## src/rtl/seq_mult_hs.sv

```systemverilog
// seq_mult_hs: sequential shift-add multiplier with signed/unsigned mode and start/busy/done handshake.
// Ports: clk, rst_n (async active-low); start, signed_mode, ain, bin sampled when idle;
// busy high during an operation; done pulses one cycle with a new 2*WIDTH-bit product on yout.
module seq_mult_hs #(
  parameter int WIDTH = 16
) (
  input  logic               clk,
  input  logic               rst_n,
  input  logic               start,
  input  logic               signed_mode,
  input  logic [WIDTH-1:0]   ain,
  input  logic [WIDTH-1:0]   bin,
  output logic               busy,
  output logic               done,
  output logic [2*WIDTH-1:0] yout
);
  localparam int CW = $clog2(WIDTH);
  typedef enum logic [1:0] {IDLE, CALC, FIN} state_t;
  state_t state, state_nx;
  logic [CW-1:0] count;
  logic [2*WIDTH-1:0] acc;
  logic [WIDTH-1:0] a, b, a_mag, b_mag;
  logic neg;
  // The most negative operand negates to itself, which is its correct unsigned magnitude.
  assign a_mag = (signed_mode && ain[WIDTH-1]) ? -ain : ain;
  assign b_mag = (signed_mode && bin[WIDTH-1]) ? -bin : bin;
  always_comb begin
    state_nx = IDLE;
    busy = state != IDLE;
    state_nx = state == IDLE ? (start ? CALC : IDLE) :
               state == CALC ? (count == CW'(WIDTH - 1) ? FIN : CALC) : IDLE;
  end
  always_ff @(posedge clk or negedge rst_n) begin
    if (!rst_n) begin
      state <= IDLE;
      done  <= 1'b0;
      yout  <= '0;
      count <= '0;
      acc   <= '0;
      a     <= '0;
      b     <= '0;
      neg   <= 1'b0;
    end else begin
      state <= state_nx;
      done  <= state == FIN;
      if (state == IDLE && start) begin
        a     <= a_mag;
        b     <= b_mag;
        neg   <= signed_mode & (ain[WIDTH-1] ^ bin[WIDTH-1]);
        acc   <= '0;
        count <= '0;
      end
      if (state == CALC) begin
        if (b[count]) acc <= acc + ({{WIDTH{1'b0}}, a} << count);
        count <= count + 1'b1;
      end
      if (state == FIN) yout <= neg ? -acc : acc;
    end
  end
endmodule

```

## config.mk

```make
export PLATFORM = sky130hd
export DESIGN_NAME = seq_mult_hs
export DESIGN_NICKNAME = d
export VERILOG_FILES = /design/src/rtl/seq_mult_hs.sv
export SDC_FILE = /design/constraint.sdc
export NUM_CORES = 1
export LEC_CHECK = 0
export CAP_MARGIN = 20
export CORE_UTILIZATION = 53
export CTS_CLUSTER_SIZE = 12
export DETAILED_ROUTE_END_ITERATION = 7
export PLACE_DENSITY = 0.77
export SYNTH_ARGS = -nofsm -noshare
export SYNTH_HDL_FRONTEND = slang
export SYNTH_SLANG_ARGS = --single-unit
```

## constraint.sdc

```tcl
create_clock -name clk -period 3.8 [get_ports clk]
set_input_delay 0.76 -clock clk [delete_from_list [all_inputs] [get_ports clk]]
set_output_delay 0.76 -clock clk [all_outputs]
set_load 0.01 [all_outputs]
```

# == Yosys cells after proc, flatten, opt, wreduce, memory -nomap -nowiden ==
# Index checks and enable logic that the tools add are counted.
# op_classes
addsub,5
order_cmp,1
n_eq_ne,3
n_shift,1
muxes,14
n_bitwise,2
reduce_logical,6
# ops
op,n
32-bit two-way mux,4
32-bit adder,1
16-bit two-way mux,2
16-bit negation,2
32-bit negation,1
16-bit by 4-bit left shift with 32-bit output,1
4-bit two-way mux,2
2-bit two-way mux,3
4-bit by 5-bit < comparator with 1-bit output (second input constant),1
4-bit by 1-bit adder with 4-bit output (second input constant),1
1-bit binary-select mux with 4-bit select,1
4-bit equality test (second input constant),1
2-bit nonzero test,2
1-bit logical AND,3
2-bit by 1-bit equality test with 1-bit output (second input constant),1
2-bit equality test (second input constant),1
2-bit zero test,1
1-bit two-way mux,2
1-bit AND,1
1-bit XOR,1
# totals
ff_bits,104
inputBits,36
out_inout_bits,34
word_cells,40

# == Logic depth before layout (Yosys ltp) ==
# depth
depth_word,5
ltp_mapped,16
depth_no_buf,13

# == Worst setup path after synthesis ==
# No wires, ideal clock.
# synth_path
path_type,register -> register
startpoint,register count[0]
endpoint,register acc[24]
setup_ns,0.069
arrival_ns,3.507
setup_slack_ns,0.225
path_stages_with_launch,15
n_path_buf,3
period_less_slack_ns,3.575
path_cell_list,dfrtp_1 buf_6 clkbuf_1 clkbuf_1 nor2_1 nand2_1 nor3_1 ha_1 fa_1 a21o_1 a221oi_2 o211ai_1 o2bb2ai_1 or4_1 nand3_1
# synth_via
elab_chain_len,4
# synth_lines
element,line_no,source
from (decl),20,logic [CW-1:0] count;
from (signal assigned),55,count <= count + 1'b1;
16-bit by 4-bit left shift with 32-bit output or 1-bit binary-select mux with 4-bit select (tied branches),54,"if (b[count]) acc <= acc + ({{WIDTH{1'b0}}, a} << count);"
32-bit adder or 1-bit two-way mux (tied branches),54,
32-bit two-way mux (*),54,
32-bit two-way mux (*),53,if (state == CALC) begin
to (signal assigned),54,
to (decl),21,logic [2*WIDTH-1:0] acc;
# Every way passes the cells marked *; elsewhere a longest branch is shown, timed or not. The select of a mux whose other input is x is not followed.
# A chain may end at the register's enable or synchronous reset.

# == Worst setup path in the final report ==
# layout_path
startpoint,register count[1]
endpoint,register acc[31]
# Same word-level chain as after synthesis.

==> run metrics <==
status=finished, final reports clean; Post-Syn Area=7845 um^2; yosys warns=0; Die Wd=123.7 um; Seq pwr share=0.247; number of global-route vias before repair=6503; slowest stage delay, CP=0.41 ns; Skew-Pair Late Insertion Delay=0.36 ns; Synth Area per Inst=8.258 um^2; Crit-path slowest cell=ha_1; final setup vio count=0; CP Cell Sequence=buf_4 > mux2_2 > a21oi_1 > nor2_1 > nor2_1 > mux2i_1 > ha_1 > a21oi_1 > o21ai_0 > a21oi_1 > nor2_1 > o31ai_1 > mux2i_1; top post-synthesis cells by count=nand2_1, o21ai_0, dfrtp_1; remaining global-route overflow=0; final wirelength=19.25 mm; CP Capture Type=register; Placeable Area=14480 um^2; post-CTS setup buffer count=0; DR vias=7173; Die H=123.7 um; power share of the clock group=0.112; leading area contributor after synthesis=dfrtp_1; top area cells in the synthesized netlist=dfrtp_1, o21ai_0, nand2_1; syn_nets=1022; Pleak=0.003979 uW; # clock sinks=104; Worst Setup Start Kind=register; TritonCTS Buffers=9; Layout area overhead=15.20%; CP required=4.08 ns; Slew Viols, Final=0; Clock transition at path regs=0.07 ns; Synth async-reset ratio=1.000; largest net degree at the start of global routing=66; Die ar.=15290 um^2; Arr. time, crit path=3.90 ns; post-route ant nets=0; Max-slew headroom=0.3187; Reg2Reg Setup Slack=0.19 ns; final hold vios=0; Layout Cells excl Fill=1189; DP Cell Count=1174; Distinct cells, synth=63; DR pass1 iterations=6; Comb pwr share=0.641; worst-margin pin slew=1.022 ns; CTS Root Buffer Type=clkbuf_16; Synth top area share=0.3317; dpl hpwl=15.18 mm; PortBufs=69; HP Class=input pin to async pin; Pwr Density=917.9 nW/um^2; Post-synth EDFFs=0; worst setup path class=register to register; crit path time final=3.614 ns; worst r2r src=count[1]; Min Hold Slack=0.4240 ns; RSZ-0062 raised after global routing=no; total track usage=0.2654; first-pass GRT wire length=31.44 mm; Residual DRC=0; CTS tree=yes; starting density of the core=0.5418; clk buf depth=2; clk_skew=0.006011 ns; # IOs=70; num rows=44; R2R Path End=acc[31]; setup TNS=0 ns; switching share of total power=0.4860; layout cells sized above 1=0.06766; iteration-0 DRC count of the detailed router=465; fmax=276.7 MHz; R2R depth=13; max_cap viols=0; final net count=1073; Seq cells post-synth=104; Switch Pwr=4032 uW; Avg Vias per Cell=6.033; CP max FO=16; most frequent cell after synthesis=nand2_1; Inserted Diodes=0; sequential area share after synthesis=0.3317; post-synthesis cell count=950; H-tree levels=3; Final period util=0.9510; internal power=4264 uW; worst path buffer plus inverter count=1; WL/cell=16.19 um; Top FF cell, synth=dfrtp_1; maximum VDD drop=408.4 uV; CP top delay family=compound AO/OA/AOI/OAI gates; Placer Congestion=0.9445; initial antenna violation count=0
[logic make-up (layout without fill, tap and decap cells)]
logic type | after synthesis | count (layout) | share of synthesized area
muxes | 36 | 36 | 0.06380
DFF | 104 | 104 | 0.3317
buffers and inverters | 75 | 130 | 0.04003
AOI/OAI and AO/OA | 292 | 292 | 0.2257
and+or+nand+nor | 335 | 335 | 0.2000
xor gates and xnor gates | 72 | 72 | 0.08038
adders and majority gates | 36 | 36 | 0.05837
[timing repair]
item,CTS,global route
hold buffers,0,0
resized for setup,0,6
hold endpoints to repair,0,0
endpoints found under the setup margin,0,9
[final cells by class]
class / count / area, um^2
clock inverter: 5 / 56.30
timing repair buffer: 93 / 880.8
fill: 1299 / 5441
tap: 184 / 230.2
inverter: 22 / 82.58
clock buffer: 10 / 239.0
multi-input combinational: 771 / 4945
sequential: 104 / 2604
[power by group through the flow]
stage | registers [uW] | logic (uW) | clock network (uW)
after global routing | 2120 | 5920 | 992
after floorplan | 1900 | 3910 | 0
after CTS | 2040 | 5230 | 950
after detailed placement | 2050 | 5200 | 0
after global placement | 2030 | 5130 | 0
final | 2050 | 5320 | 931
[how the worst max path moves through the flow]
stage / slack, ns / start / endpoint / depth (start not counted)
floorplan: 0.22 / count[0] / acc[24] / 14
global placement: 0.21 / count[0] / acc[25] / 15
detailed placement: 0.09 / count[0] / acc[21] / 11
CTS: 0.05 / count[0] / acc[21] / 11
global route: 0.002 / count[1] / acc[31] / 13
finish: 0.19 / count[1] / acc[31] / 13
[flip-flops by register name (all words and copies together), names as in the netlist]
register / flops
a: 16
acc: 32
b: 16
count: 4
done: 1
neg: 1
state: 2
yout: 32
[per-stage QoR]
stage	cell area [um^2]	worst slack, ns	power (uW)	util
3_5_place_dp	8730	0.08929	7256	0.6029
2_1_floorplan	7845	0.2248	5817	-
6_report	9037	0.1864	8296	0.6242
4_1_cts	9025	0.04510	8216	0.6233
3_3_place_gp	8730	0.2064	7167	0.6029
5_1_grt	9037	0.002452	9034	0.6242
[layout by cell type (no fill, tap or decap), drive strengths merged, types with 12 or more instances in the layout]
cell / netlist / final
a21o: 16 / 16
xnor2: 25 / 25
mux2i: 20 / 20
buf: 13 / 25
nand3: 43 / 43
dfrtp: 104 / 104
xor2: 47 / 47
nand4: 14 / 14
nor2: 59 / 59
clkdlybuf4s50: 0 / 68
ha: 35 / 35
nor3: 25 / 25
a21oi: 57 / 57
o31ai: 20 / 20
o41ai: 12 / 12
nand2: 133 / 133
inv: 22 / 23
o21ai: 126 / 126
[layer usage]
metal,track usage,part of all wire,vias up
li1,-,-,3560
met1,0.3556,0.46,3341
met2,0.4219,0.45,229
met3,0.05128,0.063,43
met4,0.1032,0.031,0
met5,0,0,-
[worst register-to-register path: cells and delay by family (launching register included)]
family                   cells  cell delay, ns
adder cells (fa/ha/maj)      1            0.41
AO/OA/AOI/OAI                5            1.43
flip-flops                   1            0.38
AND/OR/NAND/NOR              3            0.33
buffers and inverters        1            0.24
multiplexers                 3            0.73
Note: power is estimated with default switching activity, not from simulation.
